File: config.mk
export PLATFORM = sky130hd
export DESIGN_NAME = program_loader_flat
export DESIGN_NICKNAME = d
export VERILOG_FILES = /design/src/rtl/program_loader_if.sv /design/src/rtl/program_loader.sv /design/src/flat_wrapper.sv
export SDC_FILE = /design/constraint.sdc
export NUM_CORES = 1
export LEC_CHECK = 0
export CAP_MARGIN = 20
export CORE_MARGIN = 2
export CORE_UTILIZATION = 40
export DETAILED_ROUTE_END_ITERATION = 8
export PLACE_DENSITY_LB_ADDON = 0.2
export SLEW_MARGIN = 0
export SYNTH_ARGS = -nofsm -noshare
export SYNTH_HDL_FRONTEND = slang
export SYNTH_SLANG_ARGS = --single-unit
File: constraint.sdc
create_clock -name clk -period 8.1 [get_ports clk]
set_input_delay 0.81 -clock clk [delete_from_list [all_inputs] [get_ports clk]]
set_output_delay 0.81 -clock clk [all_outputs]
set_load 0.005 [all_outputs]
File: src/rtl/program_loader_if.sv
// Byte-stream input and program-memory write port shared by the byte source, the loader and the core.
interface program_loader_if;
  logic        rx_valid;
  logic [7:0]  rx_data;
  logic        rx_ready;
  logic        prog_wr;
  logic [5:0]  prog_addr;
  logic [36:0] prog_data;
  logic        cpu_reset;
  logic        load_done;
  logic        load_error;
  logic [6:0]  words_loaded;

  modport master (
    output rx_valid, rx_data,
    input  rx_ready, prog_wr, prog_addr, prog_data, cpu_reset, load_done, load_error, words_loaded
  );

  modport slave (
    input  rx_valid, rx_data,
    output rx_ready, prog_wr, prog_addr, prog_data, cpu_reset, load_done, load_error, words_loaded
  );
endinterface

File: src/rtl/program_loader.sv
// Framed byte-stream boot loader: clears the core memories, writes 37-bit records,
// verifies an XOR checksum and releases the core from reset on a good image.
module program_loader #(
  parameter int         MAX_WORDS      = 64,
  parameter logic [7:0] START_BYTE     = 8'hA5,
  parameter int         TIMEOUT_CYCLES = 100000,
  parameter int         RST_PULSE      = 2
) (
  input  logic             clk,
  input  logic             reset,
  program_loader_if.slave  bus
);
  localparam int TW = $clog2(TIMEOUT_CYCLES + 1);
  localparam int PW = $clog2(RST_PULSE + 1);

  typedef enum logic [2:0] {IDLE, CLEAR, COUNT, RECORD, CHECK, RELEASE, RUN, ERROR} state_e;

  state_e      state_q, state_d;
  logic        rx_ready_q, rx_ready_d;
  logic        prog_wr_q, prog_wr_d;
  logic [5:0]  prog_addr_q, prog_addr_d;
  logic [36:0] prog_data_q, prog_data_d;
  logic        cpu_reset_q, cpu_reset_d;
  logic        load_done_q, load_done_d;
  logic        load_error_q, load_error_d;
  logic [6:0]  words_q, words_d;
  logic [6:0]  nwords_q, nwords_d;
  logic [7:0]  chk_q, chk_d;
  logic [2:0]  byte_idx_q, byte_idx_d;
  logic [TW-1:0] tmo_q, tmo_d;
  logic [PW-1:0] pulse_q, pulse_d;
  logic [4:0]  op_q;
  logic [23:0] opr_q;

  logic xfer, in_frame, timed_out, bad_count, last_byte, is_start;

  assign xfer      = bus.rx_valid & rx_ready_q;
  assign is_start  = (bus.rx_data == START_BYTE);
  assign in_frame  = (state_q == COUNT) || (state_q == RECORD) || (state_q == CHECK);
  assign timed_out = in_frame && !xfer && (tmo_q == TW'(TIMEOUT_CYCLES - 1));
  assign bad_count = (bus.rx_data == 8'd0) || (bus.rx_data > 8'(MAX_WORDS));
  assign last_byte = (byte_idx_q == 3'd4);

  always_ff @(posedge clk or posedge reset) begin
    if (reset) begin
      state_q      <= IDLE;
      rx_ready_q   <= 1'b1;
      prog_wr_q    <= 1'b0;
      prog_addr_q  <= '0;
      prog_data_q  <= '0;
      cpu_reset_q  <= 1'b1;
      load_done_q  <= 1'b0;
      load_error_q <= 1'b0;
      words_q      <= '0;
      nwords_q     <= '0;
      chk_q        <= '0;
      byte_idx_q   <= '0;
      tmo_q        <= '0;
      pulse_q      <= '0;
    end else begin
      state_q      <= state_d;
      rx_ready_q   <= rx_ready_d;
      prog_wr_q    <= prog_wr_d;
      prog_addr_q  <= prog_addr_d;
      prog_data_q  <= prog_data_d;
      cpu_reset_q  <= cpu_reset_d;
      load_done_q  <= load_done_d;
      load_error_q <= load_error_d;
      words_q      <= words_d;
      nwords_q     <= nwords_d;
      chk_q        <= chk_d;
      byte_idx_q   <= byte_idx_d;
      tmo_q        <= tmo_d;
      pulse_q      <= pulse_d;
    end
  end

  // Record assembly: byte 0 carries the opcode, bytes 1..3 are held until byte 4 completes the word.
  always_ff @(posedge clk) begin
    if (state_q == RECORD && xfer) begin
      if (byte_idx_q == 3'd0) op_q <= bus.rx_data[4:0];
      else                    opr_q <= {opr_q[15:0], bus.rx_data};
    end
  end

  always_comb begin
    state_d = state_q;
    case (state_q)
      IDLE, RUN, ERROR: if (xfer && is_start) state_d = CLEAR;
      CLEAR:            if (prog_addr_q == 6'(MAX_WORDS - 1)) state_d = COUNT;
      COUNT:            if (xfer) state_d = bad_count ? ERROR : RECORD;
      RECORD:           if (xfer && last_byte && (words_q + 7'd1 == nwords_q)) state_d = CHECK;
      CHECK:            if (xfer) state_d = (bus.rx_data == chk_q) ? RELEASE : ERROR;
      RELEASE:          if (pulse_q == PW'(RST_PULSE - 1)) state_d = RUN;
      default:          state_d = IDLE;
    endcase
    if (timed_out) state_d = ERROR;
  end

  // Control outputs follow the state being entered, so every output is a plain register.
  always_comb begin
    rx_ready_d   = !((state_d == CLEAR) || (state_d == RELEASE));
    prog_wr_d    = (state_d == CLEAR) || (state_d == COUNT) || (state_d == RECORD) || (state_d == CHECK);
    cpu_reset_d  = (state_d == IDLE) || (state_d == RELEASE) || (state_d == ERROR);
    load_done_d  = (state_d == RUN);
    load_error_d = (state_d == ERROR);
    prog_addr_d  = prog_addr_q;
    prog_data_d  = prog_data_q;
    words_d      = words_q;
    nwords_d     = nwords_q;
    chk_d        = chk_q;
    byte_idx_d   = byte_idx_q;
    tmo_d        = (in_frame && !xfer) ? tmo_q + TW'(1) : '0;
    pulse_d      = (state_q == RELEASE) ? pulse_q + PW'(1) : '0;

    if (state_d == CLEAR && state_q != CLEAR) begin
      prog_addr_d = '0;
      prog_data_d = '0;
      words_d     = '0;
    end else if (state_q == CLEAR && state_d == CLEAR) begin
      prog_addr_d = prog_addr_q + 6'd1;
    end

    if (state_q == COUNT && xfer) begin
      nwords_d   = bus.rx_data[6:0];
      chk_d      = bus.rx_data;
      byte_idx_d = '0;
    end

    if (state_q == RECORD && xfer) begin
      chk_d = chk_q ^ bus.rx_data;
      if (last_byte) begin
        byte_idx_d  = '0;
        prog_addr_d = words_q[5:0];
        prog_data_d = {op_q, opr_q, bus.rx_data};
        words_d     = words_q + 7'd1;
      end else begin
        byte_idx_d  = byte_idx_q + 3'd1;
      end
    end
  end

  assign bus.rx_ready     = rx_ready_q;
  assign bus.prog_wr      = prog_wr_q;
  assign bus.prog_addr    = prog_addr_q;
  assign bus.prog_data    = prog_data_q;
  assign bus.cpu_reset    = cpu_reset_q;
  assign bus.load_done    = load_done_q;
  assign bus.load_error   = load_error_q;
  assign bus.words_loaded = words_q;
endmodule

File: src/flat_wrapper.sv
// flat-port wrapper written by rule: the top's interface ports become plain ports
module program_loader_flat 
#(
  parameter int         MAX_WORDS      = 64,
  parameter logic [7:0] START_BYTE     = 8'hA5,
  parameter int         TIMEOUT_CYCLES = 100000,
  parameter int         RST_PULSE      = 2
)
  (clk, reset, bus_rx_valid, bus_rx_data, bus_rx_ready, bus_prog_wr, bus_prog_addr, bus_prog_data, bus_cpu_reset, bus_load_done, bus_load_error, bus_words_loaded);
  program_loader_if bus_i ();
  input  logic clk;
  input  logic reset;
  input wire logic [$bits(bus_i.rx_valid)-1:0] bus_rx_valid;
  input wire logic [$bits(bus_i.rx_data)-1:0] bus_rx_data;
  output wire logic [$bits(bus_i.rx_ready)-1:0] bus_rx_ready;
  output wire logic [$bits(bus_i.prog_wr)-1:0] bus_prog_wr;
  output wire logic [$bits(bus_i.prog_addr)-1:0] bus_prog_addr;
  output wire logic [$bits(bus_i.prog_data)-1:0] bus_prog_data;
  output wire logic [$bits(bus_i.cpu_reset)-1:0] bus_cpu_reset;
  output wire logic [$bits(bus_i.load_done)-1:0] bus_load_done;
  output wire logic [$bits(bus_i.load_error)-1:0] bus_load_error;
  output wire logic [$bits(bus_i.words_loaded)-1:0] bus_words_loaded;
  assign bus_i.rx_valid = bus_rx_valid;
  assign bus_i.rx_data = bus_rx_data;
  assign bus_rx_ready = bus_i.rx_ready;
  assign bus_prog_wr = bus_i.prog_wr;
  assign bus_prog_addr = bus_i.prog_addr;
  assign bus_prog_data = bus_i.prog_data;
  assign bus_cpu_reset = bus_i.cpu_reset;
  assign bus_load_done = bus_i.load_done;
  assign bus_load_error = bus_i.load_error;
  assign bus_words_loaded = bus_i.words_loaded;
  program_loader #(.MAX_WORDS(MAX_WORDS), .START_BYTE(START_BYTE), .TIMEOUT_CYCLES(TIMEOUT_CYCLES), .RST_PULSE(RST_PULSE)) u_core (.clk(clk), .reset(reset), .bus(bus_i));
endmodule
== Word level (Yosys, flattened, before mapping) ==
Cells that the tools add are included.
Storage, ports and cells
  output and inout bits: 55
  input port bits: 11
  word-level logic and storage cells: 102
  bits in registers: 124
Operators by class
  add/subtract/negate cells: 5
  muxes and demuxes: 27
  order comparisons: 1
  reduce and logical (&&, ||, !) cells: 28
  bitwise gates (word level): 3
  equality and inequality tests: 22
Operators by type and width (number)
  $mux W37: 3
  $mux W3: 11
  $eq A3 B3 Y1 const B: 9
  $mux W6: 4
  $mux W7: 3
  $pmux W3 S6: 1
  $add A17 B1 Y17 const B: 1
  $eq A17 B17 Y1 const B: 1
  $mux W17: 1
  $mux W8: 2
  $eq A3 B2 Y1 const B: 4
  $logic_and A1 B1 Y1: 9
  $logic_not A3 Y1: 3
  $logic_or A1 B1 Y1: 9
  $eq A8 B8 Y1: 1
  $eq A8 B8 Y1 const B: 1
  $gt A8 B7 Y1 const B: 1
  $logic_not A8 Y1: 1
  $xor A8 B8 Y8: 1
  $add A7 B1 Y7 const B: 1
  $eq A7 B7 Y1: 1
  $add A6 B1 Y6 const B: 1
  $eq A3 B1 Y1 const B: 2
  $eq A6 B6 Y1 const B: 1
  11 further kinds: 14

== Depth between registers and ports, before layout ==
  word-level depth: 12
  depth in mapped cells: 10
  gate-level depth less buffers: 9

== Least setup slack after synthesis ==
OpenSTA, ideal clock, no wires.
  kind: input -> register
  from: input port bus_rx_valid
  to: register u_core.opr_q[0], enable pin
  arrival time: 2.487 ns
  buffers on the path: 1
  setup time: 0.413 ns
  setup slack: 5.200 ns
  cell stages on the path: 4
  required time: 7.687 ns
  cell sequence: and2_1 nand2_1 clkbuf_1 a21oi_1
On the way
  longest elaborated chain between the ends: 3
Ends and longest elaborated chain
  start: declaration: RTL line flat_wrapper.sv:13  | input wire logic [$bits(bus_i.rx_valid)-1:0] bus_rx_valid;
  $and A1 B1 Y1: RTL line program_loader.sv:37  | assign xfer = bus.rx_valid & rx_ready_q;
  $logic_and A1 B1 Y1: RTL line program_loader.sv:80  | if (state_q == RECORD && xfer) begin
  $reduce_and A2 Y1 (no source line)
  end signal: assignment: RTL line program_loader.sv:82  | else opr_q <= {opr_q[15:0], bus.rx_data};
  end: declaration: RTL line program_loader.sv:33  | logic [23:0] opr_q;
Every way passes these cells.
A chain may end at the register's enable or synchronous reset.

== Final worst setup path ==
  from: input port bus_rx_valid
  to: register u_core.prog_data_q[0] (netlist: u_core.bus.prog_data[0])
On the way
  longest elaborated chain between the ends: 11
  elaborated cells between the ends (all ways): 19
  classes of those cells: eq/ne (1); mux (9); bitwise (1); reduce/logical (8)
Ends and longest elaborated chain
  $and A1 B1 Y1 (*): RTL line program_loader.sv:37
  $logic_and A1 B1 Y1 (2 in series): RTL line program_loader.sv:92  | RECORD: if (xfer && last_byte && (words_q + 7'd1 == nwords_q)) state_d = CHECK;
  $mux W3: RTL line program_loader.sv:92
  $pmux W3 S6: RTL line program_loader.sv:88  | case (state_q)
  $mux W3 (*): RTL line program_loader.sv:97  | if (timed_out) state_d = ERROR;
  net u_core.state_d[0]: RTL line program_loader.sv:18  | state_e state_q, state_d;
  $eq A3 B1 Y1 (*): RTL line program_loader.sv:116  | if (state_d == CLEAR && state_q != CLEAR) begin
  $logic_and A1 B1 Y1 (*): RTL line program_loader.sv:116
  $mux W37 (*): RTL line program_loader.sv:116
  $mux W37: RTL line program_loader.sv:132  | if (last_byte) begin
  $mux W37 (*): RTL line program_loader.sv:130  | if (state_q == RECORD && xfer) begin
  net u_core.prog_data_d[0]: RTL line program_loader.sv:22  | logic [36:0] prog_data_q, prog_data_d;
  end signal: assignment: RTL line program_loader.sv:65  | prog_data_q <= prog_data_d;
  end: declaration: RTL line program_loader.sv:22
The timed path passes the listed nets; every way through them passes the cells marked *.

==> metrics.txt <==
mux cell area share after synthesis=0.212%; Die Wd=about 120 microns; initial antenna violation count=0; Mapped Cells=443; CTS tree=yes; CTS Sinks=between 100 and 150; Mapped Nets=460; Worst Hold End=u_core.pulse_q[0]; sw power=0.635 mW; RePlAce Congestion=about 0.81; total number of vias=3698; period utilization=39.5%; critical path type=input port to flop; Residual DRC=0; drt initial violations=283; Hold Vio Cnt, Final=0; Clk Latency, worst-skew pair=~0.42 ns; area grow syn2layout=26.8%; Hold Path Class=flop to flop; xor and xnor fraction of the mapped netlist area=6.09%; commonest non-fill, non-tap cell in the layout=dfrtp_1; # IOs=66; ANT cells=0; final WL=about 11000 microns; Max clock buf depth=2; Worst Max-Slew Pin Slew=roughly 0.84 ns; Worst Hold Launch=u_core.pulse_q[0]; GRT Util Overall=17.2%; Initial DRT Pass Iterations=4; FMAX=313 MHz; Setup TNS Final=0 ns; Post-synth EDFFs=29; power per cell area=between 300 and 400 mW/mm^2; vias in the first global route=around 3600; fraction of registers with async set/reset=around three quarters; Avg WL per Cell=around 16 microns; most frequent cells in the layout=dfrtp_1 (93), clkdlybuf4s50_1 (65), a22o_1 (53); Die ar.=0.0142 sq mm; normalized max-slew margin=43.7%; post-synthesis compound-gate area fraction=14.8%; register bit count reported by yosys=about 120; crit-path max FO=45; unrepaired setup endpoints after global routing=false; Worst Hold Path Cells=1; Post-Syn Area per Cell=between 10 and 15 sq um; R2R depth=9; WP data required=8.44 ns; status=complete, no violations; static leakage=2.80 nW; drt via density=5.28; max-cap viol count=0; switch share=between 20% and 30%; Critical Path AT=roughly 3.5 ns; Yosys warning count=0; Max VDD drop=158 uV; Final Critical Period=between 3 and 4 ns; Tot Pwr=2.12 mW; simple-gate share of the synthesized area=13.6%; NumNets Final=528; internal power=~1.5 mW; DPL Wire Length=7320 microns; total CTS buffers=17; IO buf count=65; Max H-tree Level=4; Sequential Power Share=between 30% and 40%; clock tree root driver cell=clkbuf_16; Starting Density=40.5%; layout cells sized above 1=9.35%; post-synthesis sequential area ratio=61.1%; RR Endpoint=u_core.bus.prog_data[0]; Critical Path Source Type=input port; Filler cells=1171; R2R Path Start=u_core.bus.words_loaded[0]; Clk pwr share=37.9%; die height=119 microns; CP Capture Type=flop; Rows=42; R2R setup slack=about 5 ns; largest net degree at the start of global routing=66; total congestion overflow=0; Slew Viols, Final=0; Final Skew=0.00683 ns; Reg area=0.00325 sq mm; synthesized area=0.00532 sq mm; Reg clk slew, reported paths=about 0.05 ns; CTS hold repair buffers=0; antenna-violating nets left=0; synth unique cells=53; Main synth FF type=dfrtp_1; area of the multi-input gates=0.00193 sq mm; first-pass GRT wire length=18900 microns; # setup viols final=0; largest family of logic cells by synthesized area=compound AO/OA/AOI/OAI gates; post-CTS setup buffer count=0; Adder-Cell Fraction of Synth Area=1.41%; post-CTS sizing=0; Comb power frac=22.9%; Placeable Area=0.0131 sq mm
[cell usage after synthesis, types with 2 or more instances]
| master | count | area share, % |
|---|---|---|
| buf_2 | 2 | 0.19 |
| nand3_1 | 9 | 0.85 |
| ha_1 | 6 | 1.4 |
| nor2_1 | 28 | 2.0 |
| o21ai_2 | 2 | 0.33 |
| dfrtp_1 | 93 | 44 |
| clkbuf_1 | 12 | 0.85 |
| inv_1 | 8 | 0.56 |
| and4b_1 | 2 | 0.38 |
| nand4b_1 | 2 | 0.33 |
| edfxtp_1 | 29 | 16 |
| o21ai_1 | 4 | 0.38 |
| nor3_1 | 8 | 0.75 |
| and3_1 | 8 | 0.94 |
| buf_6 | 5 | 1.1 |
| xnor2_1 | 19 | 3.1 |
| nor2b_1 | 3 | 0.35 |
| nand2_1 | 48 | 3.4 |
| a21o_1 | 2 | 0.28 |
| or3_1 | 4 | 0.47 |
| nand4_1 | 10 | 1.2 |
| dfstp_2 | 2 | 0.99 |
| o21ai_0 | 22 | 2.1 |
| and2_1 | 3 | 0.35 |
| nand2b_1 | 2 | 0.24 |
| or2_1 | 3 | 0.35 |
| nor4_1 | 3 | 0.35 |
| and4_1 | 2 | 0.33 |
| a22o_1 | 53 | 8.7 |
| a21oi_1 | 9 | 0.85 |
| xor2_1 | 18 | 3.0 |
[critical path, cell delays in order]
cell and delay, ns:
clkdlybuf4s50_1 0.50, nand2_1 0.15, nor3_1 0.27, o211ai_1 0.14
nor4_2 0.51, o21ai_2 0.25, a31oi_4 0.20, buf_4 0.43
a22o_1 0.23
[through the flow]
stage / utilization (%) / hold WS, ns / cell area [sq um] / instances / worst slack [ns]
3_5_place_dp: 46.6 / 0.432 / 6120 / 668 / 4.50
6_report: 51.4 / 0.437 / 6750 / 700 / 4.90
5_1_grt: 51.4 / 0.446 / 6750 / 700 / 4.77
2_1_floorplan: - / 0.409 / 5320 / 443 / 4.82
4_1_cts: 51.4 / 0.443 / 6750 / 700 / 4.93
3_3_place_gp: 46.6 / 0.419 / 6120 / 668 / 4.54
[worst max-delay path by stage]
stage	endpoint	start	slack, ns
global route	u_core.bus.prog_data[0]	bus_rx_valid	4.77
finish	u_core.bus.prog_data[0]	bus_rx_valid	4.90
CTS	u_core.bus.prog_data[0]	bus_rx_valid	4.93
floorplan	u_core.bus.load_done	reset	4.82
detailed placement	u_core.bus.words_loaded[0]	bus_rx_valid	4.50
global placement	u_core.bus.words_loaded[0]	bus_rx_valid	4.54
[final cells by class]
type | count | area share, %
multi-input cells | 290 | 28.6
repair buffers | 69 | 10.1
clock buffers | 20 | 6.62
inverters | 9 | 0.519
clock inverters | 12 | 2.76
well taps | 176 | 3.26
flip-flops and latches | 124 | 48.2
[power groups by stage]
| stage | Clock (mW) | Combinational [mW] | Sequential [mW] |
|---|---|---|---|
| floorplan | 0 | 0.377 | 0.808 |
| global placement | 0 | 0.479 | 0.836 |
| detailed placement | 0 | 0.488 | 0.841 |
| CTS | 0.821 | 0.492 | 0.831 |
| global route | 0.855 | 0.541 | 0.843 |
| finish | 0.804 | 0.485 | 0.830 |
[cell families (layout without fill, tap and decap cells)]
logic type      count (synthesis)  count (layout)
fa+ha+maj                       6               6
compound gates                104             104
flops                         124             124
mux                             1               1
simple gates                  142             142
xor+xnor                       37              37
buf+inv                        29             110
[flip-flops by register name, summed over array words and instances (netlist names)]
register and cells:
u_core.nwords_q 7, u_core.opr_q 24, u_core.bus.prog_addr 6, u_core.state_q 3, u_core.pulse_q 2, u_core.byte_idx_q 3, u_core.bus.words_loaded 7, u_core.bus.rx_ready 1
u_core.bus.prog_wr 1, u_core.bus.load_error 1, u_core.tmo_q 17, u_core.chk_q 8, u_core.op_q 5, u_core.bus.load_done 1, u_core.bus.cpu_reset 1, u_core.bus.prog_data 37
[per-layer routing]
layer / global-route usage, % / wire [microns] / vias to the layer above
met5: 0 / 0 / -
met1: 23.2 / 5210 / 1849
met3: 4.89 / 440 / 20
met4: 7.35 / 203 / 0
li1: - / - / 1749
met2: 26.1 / 5410 / 80
Power figures use the tool's default switching activity.
